--- config.mk ---
export PLATFORM = sky130hd
export DESIGN_NAME = div_issue_hilo
export DESIGN_NICKNAME = d
export VERILOG_FILES = /design/src/rtl/div_issue_hilo.sv
export SDC_FILE = /design/constraint.sdc
export NUM_CORES = 1
export LEC_CHECK = 0
export BUFFER_PORTS_ARGS = -buffer_cell sky130_fd_sc_hd__buf_2
export CAP_MARGIN = 20
export CORE_UTILIZATION = 49
export DETAILED_ROUTE_END_ITERATION = 12
export PLACE_DENSITY_LB_ADDON = 0.05
export SYNTH_ARGS = -nofsm -noshare
export SYNTH_HDL_FRONTEND = slang
export SYNTH_SLANG_ARGS = --single-unit
--- constraint.sdc ---
create_clock -name clk -period 2.66 [get_ports clk]
set_input_delay 0.399 -clock clk [delete_from_list [all_inputs] [get_ports clk]]
set_output_delay 0.399 -clock clk [all_outputs]
set_load 0.05 [all_outputs]
--- src/rtl/div_issue_hilo.sv ---
// Issue/writeback controller that launches the iterative divider, waits out its latency and
// retires {rem,quot} into HI/LO. Define SIGNED_DIV_EN to enable signed divides.
module div_issue_hilo #(
    parameter int WIDTH       = 32,
    parameter int DIV_LATENCY = 33
) (
    input  logic               clk,
    input  logic               reset,
    input  logic               req_valid,
    output logic               req_ready,
    input  logic               req_signed,
    input  logic [WIDTH-1:0]   req_a,
    input  logic [WIDTH-1:0]   req_b,
    input  logic               cancel,
    input  logic               mthi,
    input  logic               mtlo,
    input  logic [WIDTH-1:0]   mt_data,
    output logic [WIDTH-1:0]   hi,
    output logic [WIDTH-1:0]   lo,
    output logic               busy,
    output logic               done,
    output logic               div_rst,
    output logic [WIDTH-1:0]   div_a,
    output logic [WIDTH-1:0]   div_b,
    input  logic [2*WIDTH-1:0] div_dout,
    output logic [1:0]         dbg_state
);

    typedef enum logic [1:0] {
        S_IDLE   = 2'd0,
        S_LAUNCH = 2'd1,
        S_WAIT   = 2'd2,
        S_FIX    = 2'd3
    } state_t;

    localparam logic [5:0] LAT_CNT = 6'(DIV_LATENCY);

    state_t             r_state;
    state_t             w_next;
    logic [5:0]         r_cnt;
    logic [WIDTH-1:0]   r_hi;
    logic [WIDTH-1:0]   r_lo;
    logic [WIDTH-1:0]   r_div_a;
    logic [WIDTH-1:0]   r_div_b;
    logic [2*WIDTH-1:0] r_dout;
    logic               r_neg_q;
    logic               r_neg_r;

    logic               w_idle;
    logic               w_xfer;
    logic               w_dz;
    logic               w_launch;
    logic               w_cap;
    logic               w_fix_wr;
    logic               w_mthi;
    logic               w_mtlo;
    logic [WIDTH-1:0]   w_mag_a;
    logic [WIDTH-1:0]   w_mag_b;
    logic               w_neg_q;
    logic               w_neg_r;
    logic [WIDTH-1:0]   w_quot;
    logic [WIDTH-1:0]   w_rem;

    // Handshake: a request transfers on a rising edge when req_valid & req_ready are both
    // high; req_ready is high only in IDLE outside reset, and a cancel in the same cycle
    // drops the transfer.
    assign w_idle   = (r_state == S_IDLE);
    assign w_xfer   = w_idle & req_valid & ~cancel;
    assign w_dz     = w_xfer & (req_b == '0);
    assign w_launch = w_xfer & (req_b != '0);
    assign w_cap    = (r_state == S_WAIT) & (r_cnt == LAT_CNT) & ~cancel;
    assign w_fix_wr = (r_state == S_FIX) & ~cancel;
    assign w_mthi   = w_idle & mthi;
    assign w_mtlo   = w_idle & mtlo;

`ifdef SIGNED_DIV_EN
    always_comb begin
        w_mag_a = req_a;
        w_mag_b = req_b;
        w_neg_q = 1'b0;
        w_neg_r = 1'b0;
        if (req_signed) begin
            if (req_a[WIDTH-1]) w_mag_a = '0 - req_a;
            if (req_b[WIDTH-1]) w_mag_b = '0 - req_b;
            w_neg_q = req_a[WIDTH-1] ^ req_b[WIDTH-1];
            w_neg_r = req_a[WIDTH-1];
        end
    end

    always_comb begin
        w_quot = r_dout[WIDTH-1:0];
        w_rem  = r_dout[2*WIDTH-1:WIDTH];
        if (r_neg_q) w_quot = '0 - r_dout[WIDTH-1:0];
        if (r_neg_r) w_rem  = '0 - r_dout[2*WIDTH-1:WIDTH];
    end
`else
    logic w_unused_signed;
    assign w_unused_signed = req_signed;
    assign w_mag_a = req_a;
    assign w_mag_b = req_b;
    assign w_neg_q = 1'b0;
    assign w_neg_r = 1'b0;
    assign w_quot  = r_dout[WIDTH-1:0];
    assign w_rem   = r_dout[2*WIDTH-1:WIDTH];
`endif

    always_comb begin
        w_next    = r_state;
        req_ready = 1'b0;
        busy      = 1'b0;
        done      = 1'b0;
        div_rst   = 1'b1;
        case (r_state)
            S_IDLE:   if (w_launch) w_next = S_LAUNCH;
            S_LAUNCH: w_next = S_WAIT;
            S_WAIT:   if (w_cap) w_next = S_FIX;
            S_FIX:    w_next = S_IDLE;
            default:  w_next = S_IDLE;
        endcase
        if (cancel && !w_idle) w_next = S_IDLE;
        if (!reset) begin
            req_ready = w_idle;
            busy      = !w_idle;
            done      = w_dz | w_fix_wr;
            // The divider runs only while WAIT holds its reset low.
            div_rst   = (r_state != S_WAIT) | cancel;
        end
    end

    always_ff @(posedge clk) begin
        if (reset) begin
            r_state <= S_IDLE;
            r_cnt   <= '0;
            r_hi    <= '0;
            r_lo    <= '0;
            r_div_a <= '0;
            r_div_b <= '0;
            r_dout  <= '0;
            r_neg_q <= 1'b0;
            r_neg_r <= 1'b0;
        end else begin
            r_state <= w_next;
            if (w_launch) begin
                r_div_a <= w_mag_a;
                r_div_b <= w_mag_b;
                r_neg_q <= w_neg_q;
                r_neg_r <= w_neg_r;
            end
            if (r_state == S_LAUNCH) begin
                r_cnt <= '0;
            end else if (r_state == S_WAIT && r_cnt != 6'h3f) begin
                r_cnt <= r_cnt + 6'd1;
            end
            if (w_cap) r_dout <= div_dout;
            // mthi/mtlo take priority over a same-cycle divide-by-zero shortcut.
            if (w_mthi)        r_hi <= mt_data;
            else if (w_dz)     r_hi <= req_a;
            else if (w_fix_wr) r_hi <= w_rem;
            if (w_mtlo)        r_lo <= mt_data;
            else if (w_dz)     r_lo <= '1;
            else if (w_fix_wr) r_lo <= w_quot;
        end
    end

    assign hi        = r_hi;
    assign lo        = r_lo;
    assign div_a     = r_div_a;
    assign div_b     = r_div_b;
    assign dbg_state = r_state;

endmodule

==> results of run 1 <==
[cells in the final DEF (no fill, tap or decap), types with 2 or more instances in the layout]
cell type / n
diode_2: 3
inv_6: 3
and3_1: 2
a21oi_4: 2
nand2_1: 199
dfxtp_4: 2
a221o_1: 32
mux2i_1: 129
dfxtp_1: 198
a21oi_1: 65
buf_2: 297
nor2_1: 105
buf_4: 11
buf_12: 10
nand2_2: 2
clkbuf_16: 17
clkbuf_1: 3
nand4_1: 4
ha_1: 6
a311oi_1: 32
xor2_1: 4
inv_1: 6
clkinv_4: 2
nor4_1: 8
nor3b_1: 2
bufinv_16: 2
clkinvlp_4: 2
[kinds of logic after synthesis]
group,count (synthesis),share of synthesized area [%]
AOI/OAI and AO/OA,136,12.06
xor gates and xnor gates,5,0.5434
adders and majority gates,6,0.9315
buffers and inverters,79,4.595
DFF,200,49.68
muxes,129,16.02
and+or+nand+nor,330,16.16
[area by class of cell]
| type | count | area share [%] |
|---|---|---|
| inverters | 6 | 0.2162 |
| repair buffers | 319 | 17.09 |
| diodes | 3 | 0.07207 |
| flip-flops and latches | 200 | 38.51 |
| clock buffers | 20 | 4.192 |
| well taps | 216 | 2.595 |
| clock inverters | 12 | 1.357 |
| multi-input cells | 606 | 35.96 |
[sequential cells by signal, summed over array words and instances, names as in the netlist]
signal,flops
lo,32
div_b,32
dbg_state,2
div_a,32
r_cnt,6
hi,32
r_dout,64
[stage by stage]
| stage | area [um2] | power, uW | hold WS (ns) | util, % |
|---|---|---|---|---|
| floorplan | 8082 | 5675 | 0.4357 | - |
| global placement | 9831 | 6438 | 0.4414 | 61.66 |
| detailed placement | 9831 | 6463 | 0.4466 | 61.66 |
| CTS | 10410 | 9022 | 0.1868 | 65.29 |
| global route | 10420 | 9363 | 0.1887 | 65.34 |
| finish | 10420 | 8954 | 0.2046 | 65.34 |
[power by group through the flow]
stage | Clock [uW] | Sequential [uW] | Combinational, uW
global route | 2760 | 3580 | 3020
detailed placement | 0 | 3600 | 2870
finish | 2560 | 3530 | 2860
floorplan | 0 | 4760 | 916
global placement | 0 | 3600 | 2840
CTS | 2610 | 3540 | 2870
[tightest hold or removal path: stages]
cell and delay, ns:
buf_2 0.10, nand2_1 0.04, a21oi_1 0.05
[synth_stat cells, drive strengths merged]
cell type and number:
a211oi 1, a21oi 67, a221o 32, a22oi 1
a311oi 32, and2 1, and3 2, buf 24
clkbuf 49, dfxtp 200, ha 6, inv 6
mux2i 129, nand2 201, nand2b 1, nand3 1
nand4 4, nor2 106, nor2b 1, nor3b 2
nor4 8, o21a 1, o21ai 1, o22a 1
or2 1, or4 1, or4b 1, xnor2 1
xor2 4
[how the worst max path moves through the flow]
stage	start	endpoint	slack, ns	cells after the start
6_report	dbg_state[0]	done	0.11	7
5_1_grt	dbg_state[0]	done	0.02	7
3_5_place_dp	req_b[26]	hi[6]	0.15	7
4_1_cts	dbg_state[0]	done	0.09	7
3_3_place_gp	req_b[26]	done	0.16	7
2_1_floorplan	dbg_state[0]	done	0.0003	10
[per-layer routing]
metal / part of all wire [%] / global-route usage, %
met1: 45 / 33.05
met5: 0.041 / 0
met3: 6.2 / 6.683
met2: 48 / 42.87
met4: 1.1 / 7.729
==> impl_results.md, run 1 <==
* R2r setup slk at 0.32 ns
* Pre-CTS setup slack at 0.1451 ns
* Kind of critical path: reg -> out
* Die W at 130.2 um
* Footprint of the multi-input gates at 0.003746 mm2
* Gpl congestion at 0.8422
* Sinks on Clock Net at 200
* # port buffers at 299
* Post-Layout Cell Count at 1382
* Routed vias at 7224
* Post-CTS Resized at 0
* Share of the synthesized area in the top cell type at 49.68%
* Final net count at 1323
* RSZ-0062 raised after global routing: false
* Wire per inst at 16.05 um
* Crit end category: output port
* CP Cell Sequence: inv_1 > ha_1 > nand2_1 > or4_4 > buf_12 > a21oi_4 > buf_12
* Seq/Total Area, Yosys at 49.68%
* Pint at 5553 uW
* Top Ports at 301
* Initial Util at 50.55%
* Setup TNS at 0 ns
* Final Max Slew Viols at 0
* CP delay by family, top: simple AND/OR/NAND/NOR gates
* Slowest stage cell, crit path: or4_4
* Peak VDD IR at 0.4840 mV
* Largest net degree at the start of global routing at 108
* Slowest stage delay, CP at 0.56 ns
* Final setup fails at 0
* Total CTS buffers at 17
* Achievable frequency at 392.6 MHz
* Grt ovf at 0
* CTS root buf: clkbuf_16
* Seq cells post-synth at 200
* Required time worst endpoint at 2.26 ns
* CTS tree: built
* Rel. slew slack at 38.51%
* Total Die Area at 0.01696 mm2
* Antenna violations before repair at 4
* Number of cell rows at 46
* Drt first-iter violations at 428
* Ranking of synthesized cells by area: dfxtp_1 50%, mux2i_1 16%, nand2_1 9.4%
* H-Tree Depth at 4
* Clk buf depth at 2
* Max Cap Viol at 0
* Worst hold stages at 3
* Worst setup margin at 0.1127 ns
* DRT antenna net count at 0
* Sequential Area at 0.004011 mm2
* Synth Cell Area at 0.008059 mm2
* Clock share of power at 28.6%
* Hold Path End: r_dout[51]
* RR Startpoint: r_cnt[0]
* Post-layout min period at 2.547 ns
* Worst R2R Path Depth at 7
* Synth Instances at 885
* Global Route Usage Sum at 25.88%
* Reg2Reg Capture Point: r_dout[22]
* Beginning of the worst hold path: div_dout[51]
* Most used cell, CP: buf_12
* Layout Skew at 0.01016 ns
* PD cells at 859.6 mW/mm2
* Vias per cell at 5.227
* Fraction of layout cells with a size suffix above 1 at 31.13%
* Number of setup buffers added after CTS at 0
* Sw frac at 37.98%
* Final period utilization at 95.76%
* Slew @ Worst Pin at 0.9203 ns
* Die span in y at 130.2 um
* Unique masters post-synth at 32
* Inst Count DP at 1347
* Leak pwr at 0.005238 uW
* Status: finished, final reports clean
* WP buf/inv at 3
* Seq pwr share at 39.5%
* Area leader, netlist: dfxtp_1
* Worst-path fanout max at 19
* Mapped Nets at 1058
* DRC at 0
* Gate power share at 31.9%
* Core box area at 0.01594 mm2
* Worst hold path class: in -> reg
* First-pass GRT wire length at 33.82 mm
* Net Sw Power at 3401 uW
* Yosys warnings at 0
* Clk_lat worst skew at 0.43 ns
* Cts hold-fix bufs at 0
* Area Overhead vs Synth at 29.25%
* Post-DP HPWL at 15.37 mm
* Mean Syn Cell Area at 9.106 um2
* Critical Path Source Type: register
* TritonRoute pass-1 iters at 5
* Fillers at 1446
* Vias in the first global route at 6597
* Critical path arrival at 2.15 ns
* Fin. Hold Viols at 0
* Clk pin slew, worst setup/hold paths at 0.07 ns
* WL final at 22.18 mm
No activity file was read; power rests on OpenSTA's default activity.
==> run 2: changes to the inputs <==
--- a/config.mk
+++ b/config.mk
@@ -9,7 +9,8 @@
 export CAP_MARGIN = 20
 export CORE_UTILIZATION = 49
 export DETAILED_ROUTE_END_ITERATION = 12
-export PLACE_DENSITY_LB_ADDON = 0.05
+export GPL_ROUTABILITY_DRIVEN = 0
+export PLACE_DENSITY_LB_ADDON = 0.15
 export SYNTH_ARGS = -nofsm -noshare
 export SYNTH_HDL_FRONTEND = slang
 export SYNTH_SLANG_ARGS = --single-unit
==> run 2 against run 1 <==
Compared with the run above: sequential power barely moved; clock skew is essentially flat; hold slack lost 0.0023 ns; setup slack better by 0.040 ns; combinational power grew 2%; non-clock buffer count increased by 9; via count grew 0.86%; flip-flop and latch count unchanged; first-iteration DRC count is 21% lower; clock-buffer cell count up 1; highest routed layer unchanged.
==> impl_results.md, run 2 (synthesized netlist as in run 1, its figures left out) <==
* Critical path arrival at 2.11 ns (-0.04 ns)
* Clk pin slew, worst setup/hold paths at 0.07 ns (about the same)
* Top reg by flops: r_dout
* Number of setup buffers added after CTS at 0 (unchanged)
* Sequential Area at 0.004011 mm2 (unchanged)
* Net Sw Power at 3384 uW (-0.50%)
* CTS root buf: clkbuf_16
* Seq pwr share at 39.0% (-0.5 points)
* Max Cap Viol at 0 (unchanged)
* DRT antenna net count at 0 (unchanged)
* Fillers at 1397 (-3.4%)
* Gate power share at 32.1% (+0.2 points)
* Max reg flops at 64 (unchanged)
* Die W at 130.2 um (unchanged)
* Vias in the first global route at 6947 (+5.3%)
* Status: finished, final reports clean
* Reg2Reg Capture Point: r_dout[43]
* Area after DPL at 0.009883 mm2 (+0.53%)
* RSZ-0062 raised after global routing: false
* TritonRoute pass-1 iters at 4 (-1)
* Area Overhead vs Synth at 30.20%
* Critical Path Source Type: register
* Pint at 5677 uW (+2.2%)
* Post-DP HPWL at 16.05 mm (+4.4%)
* Rel. slew slack at 41.60% (+3.1 points)
* Worst R2R Path Depth at 7 (unchanged)
* Leak pwr at 0.005288 uW (+0.95%)
* WL final at 22.65 mm (+2.1%)
* First-pass GRT wire length at 35.09 mm (+3.8%)
* R2r setup slk at 0.33 ns (about the same)
* Vias per cell at 5.242 (+0.28%)
* Worst hold stages at 3 (unchanged)
* Routed vias at 7286 (+0.86%)
* Die span in y at 130.2 um (unchanged)
* Cts hold-fix bufs at 0 (unchanged)
* Crit end category: output port
* Final period utilization at 94.27% (-1.5 points)
* Slew @ Worst Pin at 0.8740 ns (-0.04637 ns)
* Commonest cells after routing, fill and taps aside: 297 x buf_2, 199 x nand2_1, 198 x dfxtp_1, 129 x mux2i_1, 105 x nor2_1
* Worst-path fanout max at 6 (-13)
* Worst hold path class: in -> reg
* Required time worst endpoint at 2.26 ns (about the same)
* Clock share of power at 28.9% (+0.3 points)
* Fin. Hold Viols at 0 (unchanged)
* Number of cell rows at 46 (unchanged)
* Total Die Area at 0.01696 mm2 (unchanged)
* Achievable frequency at 398.8 MHz (+1.6%)
* RR Startpoint: r_cnt[0]
* Sinks on Clock Net at 200 (unchanged)
* Initial Util at 50.55% (unchanged)
* Final Max Slew Viols at 0 (unchanged)
* Grt ovf at 0 (unchanged)
* Sw frac at 37.35% (-0.63 points)
* Final setup fails at 0 (unchanged)
* Pwr Total at 9061 uW (+1.2%)
* Post-CTS Resized at 0 (unchanged)
* Core box area at 0.01594 mm2 (unchanged)
* Clk buf depth at 2 (unchanged)
* Total CTS buffers at 17 (unchanged)
* Peak VDD IR at 0.4313 mV (-11%)
* Setup TNS at 0 ns (unchanged)
* Top Ports at 301 (unchanged)
* CTS tree: built
* Largest net degree at the start of global routing at 77 (-29%)
* DRC at 0 (unchanged)
* H-Tree Depth at 4 (unchanged)
* Beginning of the worst hold path: div_dout[28]
* Hold Path End: r_dout[28]
* Commonest non-fill, non-tap cell in the layout: buf_2
* Antenna violations before repair at 6 (+2)
* Fraction of layout cells with a size suffix above 1 at 31.71% (+0.58 points)
* Footprint of the multi-input gates at 0.003746 mm2 (unchanged)
* Kind of critical path: reg -> out
* PD cells at 863.5 mW/mm2 (+0.45%)
* Layout Skew at 0.009827 ns (-0.0003321 ns)
* Drt first-iter violations at 338 (-21%)
* Wire per inst at 16.30 um (+1.5%)
* Final Cell Area at 0.01049 mm2 (+0.73%)
* Post-layout min period at 2.508 ns (-0.03977 ns)
* Clk_lat worst skew at 0.43 ns (about the same)
* Final net count at 1332 (+0.68%)
* Global Route Usage Sum at 26.79% (+0.90 points)
* # port buffers at 299 (unchanged)
[run 2: cell count changes in the layout (fill, tap and decap cells not counted), sizes merged]
| cell | before | now |
|---|---|---|
| buf | 319 | 327 |
| clkinv | 3 | 4 |
| diode | 3 | 4 |
| clkinvlp | 2 | 1 |
| clkbuf | 20 | 22 |
| inv | 11 | 8 |
[run 2: layout make-up]
cell class | instances | share of cell area (%)
Timing Repair Buffer | 328 | 17.49
Tap cell | 216 | 2.576
Clock inverter | 9 | 1.097
Multi-Input combinational cell | 606 | 35.70
Clock buffer | 21 | 4.591
Sequential cell | 200 | 38.23
Inverter | 6 | 0.2146
Antenna cell | 4 | 0.09540
[run 2: critical path, cell delays in order (launching register included)]
cell      delay [ns]
dfxtp_4         0.36
inv_1           0.08
ha_1            0.18
nand2_1         0.07
or4_4           0.59
a21oi_4         0.14
clkbuf_4        0.25
[run 2: per-layer routing]
metal  GRT usage (%)  vias up  wire length (um)
met5               0        -                20
met4           11.35        4               610
met3           5.453       48              1326
met2           45.81      240             10840
met1           32.67     3390              9848
li1                -     3604                 -
[run 2: how the worst max path moves through the flow]
| stage | start | end | slack (ns) | cells past startpoint |
|---|---|---|---|---|
| after detailed placement | req_b[18] | hi[3] | 0.08 | 7 |
| after floorplan | dbg_state[0] | done | 0.0003 | 10 |
| after global placement | req_b[18] | hi[8] | 0.1 | 7 |
| after global routing | dbg_state[0] | done | 0.02 | 6 |
| final | dbg_state[0] | done | 0.15 | 6 |
| after CTS | dbg_state[0] | done | 0.09 | 6 |
[run 2: metrics by stage]
step                      hold slack, ns  setup WS (ns)  instances  utilization (%)
after global routing              0.2044        0.01796       1389            65.80
after CTS                         0.1925        0.09181       1386            65.74
final                             0.2023         0.1524       1390            65.81
after global placement            0.4412        0.09616       1356            61.99
after floorplan                   0.4357      0.0002751        885                -
after detailed placement          0.4463        0.08334       1356            61.99
[run 2: power by group through the flow]
stage	Clock, uW	Combinational [uW]	Sequential (uW)
after floorplan	0	916	4760
after global placement	0	2890	3590
after detailed placement	0	2920	3600
after CTS	2650	2930	3530
after global routing	2780	3080	3580
final	2620	2910	3540
